## src/rtl/r4_wb_sequencer.sv

```systemverilog
// r4_wb_sequencer: Wishbone front/back end for one radix-4 butterfly stage.
// The management core loads the XR/XI operand sets over the bus and writes
// START; the sequencer steps the butterfly output select through all four
// outputs, holds each one for SETTLE_CYCLES extra cycles, and collects every
// Xro/Xio result into the RESULT readback register.
// Optional build macro R4_SEQ_IRQ_EN adds an irq output, a CTRL IRQ_EN bit
// and its STATUS readback.
module r4_wb_sequencer #(
    parameter logic [31:0] BASE_ADDR     = 32'h3000_0000,
    parameter int unsigned SETTLE_CYCLES = 2
) (
    input  logic        clk,
    input  logic        reset,
    input  logic        i_wb_cyc,
    input  logic        i_wb_stb,
    input  logic        i_wb_we,
    input  logic [31:0] i_wb_addr,
    input  logic [31:0] i_wb_data,
    output logic        o_wb_ack,
    output logic [31:0] o_wb_data,
    output logic        o_wb_stall,
    output logic [15:0] xr,
    output logic [15:0] xi,
    output logic [2:0]  c,
    input  logic [3:0]  bf_xro,
    input  logic [3:0]  bf_xio,
`ifdef R4_SEQ_IRQ_EN
    output logic        irq,
`endif
    output logic        busy
);

    localparam logic [7:0] OFF_XR     = 8'h00;
    localparam logic [7:0] OFF_XI     = 8'h04;
    localparam logic [7:0] OFF_CTRL   = 8'h08;
    localparam logic [7:0] OFF_STATUS = 8'h0C;
    localparam logic [7:0] OFF_RESULT = 8'h10;

    localparam logic [3:0] SETTLE_LAST = 4'(SETTLE_CYCLES);

    typedef enum logic [1:0] {
        IDLE    = 2'd0,
        RUN     = 2'd1,
        DONE_ST = 2'd2
    } state_t;

    state_t      state_q, state_d;
    logic [1:0]  k_q, k_d;
    logic [3:0]  cnt_q, cnt_d;
    logic        capture;
    logic        launch;
    logic        finish;

    logic        ack_q;
    logic [31:0] rdata_q;
    logic [15:0] xr_q;
    logic [15:0] xi_q;
    logic        done_q;
    logic        start_pend_q;
    logic        irq_en_q;
    logic        irq_q;
    logic [3:0]  res_xro_q [4];
    logic [3:0]  res_xio_q [4];

    logic        hit;
    logic        req;
    logic        wr;
    logic        rd;
    logic [7:0]  offset;
    logic        ctrl_wr;
    logic        start_req;
    logic        clr_done;
    logic [31:0] rd_mux;
    logic        irq_en_bit;
    logic        unused_data_bits;

    // Bus decode: a new request is only taken when no ack is outstanding,
    // which yields at most one transfer every two cycles.
    always_comb begin
        offset    = i_wb_addr[7:0];
        hit       = (i_wb_addr[31:8] == BASE_ADDR[31:8]);
        req       = i_wb_cyc & i_wb_stb & hit & ~ack_q;
        wr        = req & i_wb_we;
        rd        = req & ~i_wb_we;
        ctrl_wr   = wr & (offset == OFF_CTRL);
        start_req = ctrl_wr & i_wb_data[0] & (state_q != RUN);
        clr_done  = ctrl_wr & i_wb_data[1];
    end

    assign unused_data_bits = &{1'b0, i_wb_data[31:16]};

`ifdef R4_SEQ_IRQ_EN
    assign irq_en_bit = irq_en_q;
    assign irq        = irq_q;
`else
    assign irq_en_bit = 1'b0;
`endif

    // Readback multiplexer; unmapped offsets read as zero.
    always_comb begin
        rd_mux = 32'h0;
        case (offset)
            OFF_XR:     rd_mux = {16'h0, xr_q};
            OFF_XI:     rd_mux = {16'h0, xi_q};
            OFF_CTRL:   rd_mux = 32'h0;
            OFF_STATUS: rd_mux = {26'h0, k_q, 1'b0, irq_en_bit, done_q, busy};
            OFF_RESULT: rd_mux = {res_xio_q[3], res_xio_q[2], res_xio_q[1], res_xio_q[0],
                                  res_xro_q[3], res_xro_q[2], res_xro_q[1], res_xro_q[0]};
            default:    rd_mux = 32'h0;
        endcase
    end

    // Sequencer state register.
    always_ff @(posedge clk) begin
        if (reset) begin
            state_q <= IDLE;
            k_q     <= 2'd0;
            cnt_q   <= 4'd0;
        end else begin
            state_q <= state_d;
            k_q     <= k_d;
            cnt_q   <= cnt_d;
        end
    end

    // Next-state logic: walk k through 0..3, holding each output select
    // for SETTLE_CYCLES+1 cycles and capturing on the last one.
    always_comb begin
        state_d = state_q;
        k_d     = k_q;
        cnt_d   = cnt_q;
        capture = 1'b0;
        launch  = 1'b0;
        finish  = 1'b0;
        c       = 3'b000;
        case (state_q)
            IDLE: begin
                if (start_pend_q) begin
                    state_d = RUN;
                    k_d     = 2'd0;
                    cnt_d   = 4'd0;
                    launch  = 1'b1;
                end
            end
            RUN: begin
                case (k_q)
                    2'd0:    c = 3'b000;
                    2'd1:    c = 3'b001;
                    2'd2:    c = 3'b010;
                    default: c = 3'b100;
                endcase
                if (cnt_q == SETTLE_LAST) begin
                    capture = 1'b1;
                    cnt_d   = 4'd0;
                    if (k_q == 2'd3) begin
                        state_d = DONE_ST;
                        k_d     = 2'd0;
                        finish  = 1'b1;
                    end else begin
                        k_d = k_q + 2'd1;
                    end
                end else begin
                    cnt_d = cnt_q + 4'd1;
                end
            end
            DONE_ST: begin
                state_d = IDLE;
            end
            default: begin
                state_d = IDLE;
                k_d     = 2'd0;
                cnt_d   = 4'd0;
            end
        endcase
    end

    assign busy = (state_q == RUN);

    // Bus-side registers: ack/read data, operands, control and status flags.
    always_ff @(posedge clk) begin
        if (reset) begin
            ack_q        <= 1'b0;
            rdata_q      <= 32'h0;
            xr_q         <= 16'h0;
            xi_q         <= 16'h0;
            done_q       <= 1'b0;
            start_pend_q <= 1'b0;
            irq_en_q     <= 1'b0;
            irq_q        <= 1'b0;
        end else begin
            ack_q   <= req;
            rdata_q <= rd ? rd_mux : 32'h0;
            if (wr && (offset == OFF_XR) && !busy) begin
                xr_q <= i_wb_data[15:0];
            end
            if (wr && (offset == OFF_XI) && !busy) begin
                xi_q <= i_wb_data[15:0];
            end
`ifdef R4_SEQ_IRQ_EN
            if (ctrl_wr) begin
                irq_en_q <= i_wb_data[2];
            end
`endif
            if (start_req) begin
                start_pend_q <= 1'b1;
            end else if (launch) begin
                start_pend_q <= 1'b0;
            end
            // A launching sequence always clears DONE, so START beats CLR_DONE.
            if (launch) begin
                done_q <= 1'b0;
            end else if (finish) begin
                done_q <= 1'b1;
            end else if (clr_done) begin
                done_q <= 1'b0;
            end
            irq_q <= (state_q == DONE_ST) & irq_en_q;
        end
    end

    // One result slot per output index, loaded when the sequencer captures k.
    for (genvar gi = 0; gi < 4; gi++) begin : g_slot
        always_ff @(posedge clk) begin
            if (reset || launch) begin
                res_xro_q[gi] <= 4'h0;
                res_xio_q[gi] <= 4'h0;
            end else if (capture && (k_q == 2'(gi))) begin
                res_xro_q[gi] <= bf_xro;
                res_xio_q[gi] <= bf_xio;
            end
        end
    end

    assign o_wb_ack   = ack_q;
    assign o_wb_data  = rdata_q;
    assign o_wb_stall = 1'b0;
    assign xr         = xr_q;
    assign xi         = xi_q;

endmodule

```

## config.mk

```make
export PLATFORM = sky130hd
export DESIGN_NAME = r4_wb_sequencer
export DESIGN_NICKNAME = d
export VERILOG_FILES = /design/src/rtl/r4_wb_sequencer.sv
export SDC_FILE = /design/constraint.sdc
export NUM_CORES = 1
export LEC_CHECK = 0
export ABC_CLOCK_PERIOD_IN_PS = 2000
export CAP_MARGIN = 20
export CORE_MARGIN = 2
export CORE_UTILIZATION = 41
export CTS_CLUSTER_DIAMETER = 60
export CTS_CLUSTER_SIZE = 24
export DETAILED_ROUTE_END_ITERATION = 12
export GPL_TIMING_DRIVEN = 1
export PLACE_DENSITY = 0.76
export SETUP_SLACK_MARGIN = 0.2
export SLEW_MARGIN = 20
export SYNTH_ARGS = -nofsm -noshare
export SYNTH_HDL_FRONTEND = slang
export SYNTH_SLANG_ARGS = --single-unit
```

## constraint.sdc

```tcl
create_clock -name clk -period 2 [get_ports clk]
set_input_delay 0.4 -clock clk [delete_from_list [all_inputs] [get_ports clk]]
set_output_delay 0.4 -clock clk [all_outputs]
set_load 0.03 [all_outputs]
```

Yosys cells after proc, flatten, opt, wreduce, memory -nomap -nowiden
Memory sizes are Yosys's and may differ from the RTL's.
Cells that the tools add are included.
{"block": "op_classes", "addsub": 2, "eq_ne": 15, "mux": 47, "bitwise_logic": 21, "n_reduce_logical": 20}
{"operator": "32-bit case mux with 4 select lines", "count": 1}
{"operator": "4-bit two-way mux", "count": 10}
{"operator": "1-bit two-way mux", "count": 25}
{"operator": "24-bit by 22-bit equality test with 1-bit output, second input constant", "count": 1}
{"operator": "8-bit by 4-bit equality test with 1-bit output, second input constant", "count": 2}
{"operator": "2-bit two-way mux", "count": 6}
{"operator": "4-bit case mux with 3 select lines", "count": 1}
{"operator": "1-bit bitwise AND", "count": 9}
{"operator": "3-bit case mux with 3 select lines", "count": 1}
{"operator": "8-bit by 3-bit equality test with 1-bit output, second input constant", "count": 1}
{"operator": "8-bit by 5-bit equality test with 1-bit output, second input constant", "count": 1}
{"operator": "1-bit logical AND", "count": 8}
{"operator": "8-bit zero test", "count": 1}
{"operator": "1-bit bitwise OR", "count": 8}
{"operator": "2-bit equality test, second input constant", "count": 3}
{"operator": "2-bit by 1-bit != test with 1-bit output, second input constant", "count": 3}
{"operator": "2-bit case mux with 3 select lines", "count": 1}
{"operator": "3-bit AND reduction", "count": 2}
{"operator": "4-bit by 1-bit adder with 4-bit output, second input constant", "count": 1}
{"operator": "2-bit by 1-bit equality test with 1-bit output, second input constant", "count": 2}
{"operator": "4-bit by 2-bit equality test with 1-bit output, second input constant", "count": 1}
{"operator": "2-bit zero test", "count": 2}
{"operator": "1-bit inverter", "count": 4}
{"operator": "2-bit case mux with 2 select lines", "count": 1}
{"operator": "8 further kinds", "count": 10}
{"block": "totals", "ff_bits": 75, "mem_bits_rw": 32, "elab_cells": 116, "n_memories": 2}
{"name": "res_xio_q", "depth": 4, "width": 4, "rd": 4, "rd_clocked_by_memory_dff": 0, "write_ports": 4, "line": "63", "text": "logic [3:0] res_xio_q [4];"}
{"name": "res_xro_q", "depth": 4, "width": 4, "rd": 4, "rd_clocked_by_memory_dff": 0, "write_ports": 4, "line": "62", "text": "logic [3:0] res_xro_q [4];"}

Depth between registers and ports, before layout
{"block": "logic_depth", "ltp_word": 8, "mapped_depth": 7, "depth_no_buf": 6}

Worst setup path before layout
No wires, ideal clock.
{"block": "synth_path", "kind": "reg-to-reg", "startpoint": "reg state_q[1]", "endpoint": "reg xr_q[10], in the netlist xr[10]", "setup_ps": 72, "t_arrival_ps": 2115, "t_required_ps": 1928, "path_slack_ps": -187, "stages_incl_launch_ff": 8, "path_buffers": 2, "synth_period_minus_slack_ps": 2187, "cell_sequence": "dfxtp_1 -> nand2b_1 -> clkinv_1 -> nor3b_1 -> and4_1 -> buf_4 -> buf_4 -> mux2i_1"}
{"block": "synth_between", "elab_chain_cells": 3}
{"element": "from (decl)", "line": "47", "text": "state_t state_q, state_d;"}
{"element": "from (signal assigned)", "line": "120", "text": "state_q <= state_d;"}
{"element": "2-bit by 1-bit equality test with 1-bit output", "line": "177", "text": "assign busy = (state_q == RUN);"}
{"element": "named net busy", "line": "30", "text": "output logic busy"}
{"element": "1-bit zero test", "line": "193", "text": "if (wr && (offset == OFF_XR) && !busy) begin"}
{"element": "1-bit logical AND", "line": "193"}
{"element": "to (signal assigned)", "line": "194", "text": "xr_q <= i_wb_data[15:0];"}
{"element": "to (decl)", "line": "56", "text": "logic [15:0] xr_q;"}
The timed path passes the listed nets, and every way through them passes these cells.
A chain may end at the register's enable or synchronous reset.

Worst setup path after layout
{"block": "layout_path", "startpoint": "in i_wb_addr[1]", "endpoint": "reg rdata_q[9], in the netlist o_wb_data[9]"}
{"block": "layout_between", "elab_chain_cells": 2, "word_cells_on_any_way": 5, "cone_classes": "eq/ne: 3; mux: 1; reduce/logical: 1"}
{"element": "from (decl)", "line": "17", "text": "input logic [31:0] i_wb_addr,"}
{"element": "8-bit by 5-bit equality test with 1-bit output (tied with other cells)", "line": "102", "text": "case (offset)"}
{"element": "32-bit case mux with 4 select lines (*)", "line": "102"}
{"element": "to (signal assigned)", "line": "192", "text": "rdata_q <= rd ? rd_mux : 32'h0;"}
{"element": "to (decl)", "line": "55", "text": "logic [31:0] rdata_q;"}
Every way passes the cells marked *; elsewhere a longest branch is shown, timed or not.

==> impl_results.md <==
* Detailed placer's ending HPWL at 8.441 mm
* Async set-or-reset flop fraction in the synthesized netlist at 0%
* Most common cell after layout, fill and taps aside: dfxtp_1
* Clk_skew at ~0.013 ns
* Synth Cell Area at 4439 um2
* GRT overflow at 0
* CTS tree: yes
* Layout cells sized above 1 at approximately a quarter
* Max VDD drop at about 0.00034 V
* Die width at between 100 and 150 um
* Synth cell types at 40
* Hold Startpoint: xr[9]
* CP required at about 2.3 ns
* Largest net degree at the start of global routing at 43
* RSZ-0062 raised after global routing: yes
* Comb power frac at around 6.7%
* Crit-path max FO at 8
* Clk buf depth at 2
* Outcome: finished clean
* Finish-stage setup viols at 0
* Hold Worst Slack at between 0.5 and 0.6 ns
* DR vias/cell at roughly 5.2
* Most used flip-flop cell after synthesis: dfxtp_1
* Clock slew at reported path FFs at ~0.10 ns
* Element type at the critical path start: input port
* Die Y at roughly 110 um
* Min Tclk post-route at between 1.5 and 2 ns
* Post-CTS Hold Fix Bufs at 0
* Net Count, Synth at between 400 and 500
* Switching part of the total at 24.43%
* P_int at between 2 and 3 mW
* Avg WL per Cell at around 18 um
* Vias in the first global route at approximately 4000
* Input/output buffers at roughly 130
* N_diodes at 0
* DP Worst Slack at -0.3910 ns
* H-tree levels at 3
* Post-DRT Antenna Nets at 0
* Die ar. at between 10000 and 15000 um2
* Worst hold endpoint: xr[9]
* First DRT Iteration DRCs at about 260
* DRT Pass-1 Iters at 5
* P&R area growth vs syn at 57.44%
* Core area at around 10000 um2
* Worst Hold Depth at 2
* CP endpoint kind: flip-flop
* Initial antenna violation count at 0
* Post-Syn Area per Cell at 10.93 um2
* Post-synth EDFFs at 32
* Fin. Hold Viols at 0
* Flop2flop setup slack at 0.29 ns
* Period utilization at 93.75%
* Max-Slew Margin vs Limit at 56.11%
* Post-route setup slack at 0.1249 ns
* WP data arrival at roughly 2.2 ns
* Max Clk Rate at around 530 MHz
* Layout fillers at approximately 760
* Total track usage at ~22%
* Via Count at roughly 3800
* Max_cap viols at 0
* Worst-margin pin slew at around 0.66 ns
* Pleak at 3.486 nW
* Commonest non-fill, non-tap cells in the layout: 71 x dfxtp_1, 48 x nand2b_1, 43 x dlygate4sd2_1
* Final GP Congestion at about 0.81
* Switching power at 0.9319 mW
* Global-route wire length before repair at a little under 20 mm
* DRC at 0
* Row count at 37
* Yosys warns at 0
* Mapped Cells at slightly above 400
* Power per cell area at 545.7 nW/um2
* Root buf cell: clkbuf_8
* Number of synthesized register bits at approximately 110
* FF-to-FF Start: state_q[1]
* Worst reg2reg path depth at 7
* Clk pwr share at between 30% and 40%
* Worst r2r dst: xr[7]
* HP Class: flip-flop to flip-flop
* Sequential power share at 59.2%
* Crit Path Category: input port to flip-flop
* Num ports at 147
* Seq/Total Area, Yosys at between 50% and 60%
* Initial Util at between 40% and 50%
* Final Max Tran Viols at 0
* CTS Buf Count at 9
* Post-Route WL at 13.26 mm
* Layout net count at between 600 and 700
* Clk_lat worst skew at roughly 0.38 ns
* Sink Count at roughly 110
how the worst max path moves through the flow:
stage                       from             to  slack [ns]  cells past startpoint
floorplan           i_wb_addr[7]         xi[10]       -0.11                      6
global placement    i_wb_addr[7]   o_wb_data[5]       -0.33                      6
detailed placement  i_wb_addr[7]  o_wb_data[11]       -0.39                      6
CTS                       k_q[1]           c[0]        0.11                      4
global route        i_wb_addr[1]   o_wb_data[9]        0.09                      8
finish              i_wb_addr[1]   o_wb_data[9]        0.12                      8
metal layers:
| layer | GRT usage [%] | wire, um | up-vias | share of wire [%] |
|---|---|---|---|---|
| met3 | 3.737 | 721 | 31 | 5.4 |
| met4 | 11.45 | 357 | 0 | 2.7 |
| met1 | 25.11 | 4952 | 1819 | 37 |
| li1 | - | - | 1785 | - |
| met5 | 0 | 0 | - | 0 |
| met2 | 39.85 | 7227 | 132 | 55 |
metrics by stage:
step / instance area [um2] / power [mW] / TNS [ns] / utilization, % / instances
5_1_grt: 6989 / 3.927 / 0 / 67.10 / 720
2_1_floorplan: 4494 / 2.380 / -1.877 / - / 406
3_5_place_dp: 6113 / 2.549 / -19.57 / 58.69 / 683
6_report: 6989 / 3.814 / 0 / 67.10 / 720
4_1_cts: 6748 / 3.814 / 0 / 64.78 / 719
3_3_place_gp: 6113 / 2.544 / -17.97 / 58.69 / 683
what timing repair did:
| item | CTS | global route |
|---|---|---|
| pin swaps | 12 | 27 |
| gates resized for setup | 118 | 82 |
| cloned | 6 | 0 |
| hold endpoints to repair | 0 | 0 |
| setup buffers | 14 | 1 |
| setup endpoints to repair | 107 | 128 |
state kept, by name (all words and copies together) (netlist names):
name,flops
cnt_q,4
done_q,1
k_q,2
o_wb_ack,1
o_wb_data,32
res_xio_q,16
res_xro_q,16
start_pend_q,1
state_q,2
xi,16
xr,16
cell type report:
cell class / instances / area [um2] / area share [%]
Sequential cell: 107 / 2467 / 35.30
Multi-Input combinational cell: 257 / 2163 / 30.95
Timing Repair Buffer: 183 / 1914 / 27.39
Tap cell: 136 / 170.2 / 2.435
Clock buffer: 9 / 123.9 / 1.772
Inverter: 21 / 80.08 / 1.146
Clock inverter: 7 / 70.07 / 1.003
cells by family (layout without fill, tap and decap cells):
family	after synthesis	count (layout)	synth area share (%)
buffers and inverters	42	220	4.030
other	1	1	0.08447
AOI/OAI and AO/OA	37	37	6.454
and+or+nand+nor	178	178	24.27
muxes	33	33	7.441
adders and majority gates	8	8	2.255
DFF	107	107	55.47
power by group through the flow:
stage               logic, mW  clock network [mW]  registers (mW)
floorplan              0.0769                   0            2.30
global placement        0.237                   0            2.31
detailed placement      0.241                   0            2.31
CTS                     0.248                1.31            2.26
global route            0.273                1.39            2.26
finish                  0.257                1.30            2.26
critical path: stages:
cell and delay, ns:
clkdlybuf4s15_1 0.16, or4_4 0.55, nor4_4 0.27, buf_4 0.19
buf_6 0.10, buf_8 0.11, a222oi_1 0.14, nor3_4 0.25
cell usage after synthesis, types with 3 or more instances:
cell type  instances  share of area (%)
a21oi_1            8               0.90
a222oi_1          15                3.4
a22o_1             4               0.79
and2_1            36                5.1
and3_1             3               0.42
buf_4              3               0.51
clkbuf_1          15                1.3
dfxtp_1           75                 34
edfxtp_1          32                 22
ha_1               8                2.3
inv_1             20                1.7
mux2i_1           33                7.4
nand2_1           13                1.1
nand2b_1          50                7.0
nand3_1            3               0.34
nor2_1            11               0.93
nor3_1            36                4.1
nor3b_1            4               0.68
nor4_1             3               0.42
o21ai_0            6               0.68
or4_1              3               0.51
Note: power is estimated with default switching activity, not from simulation.
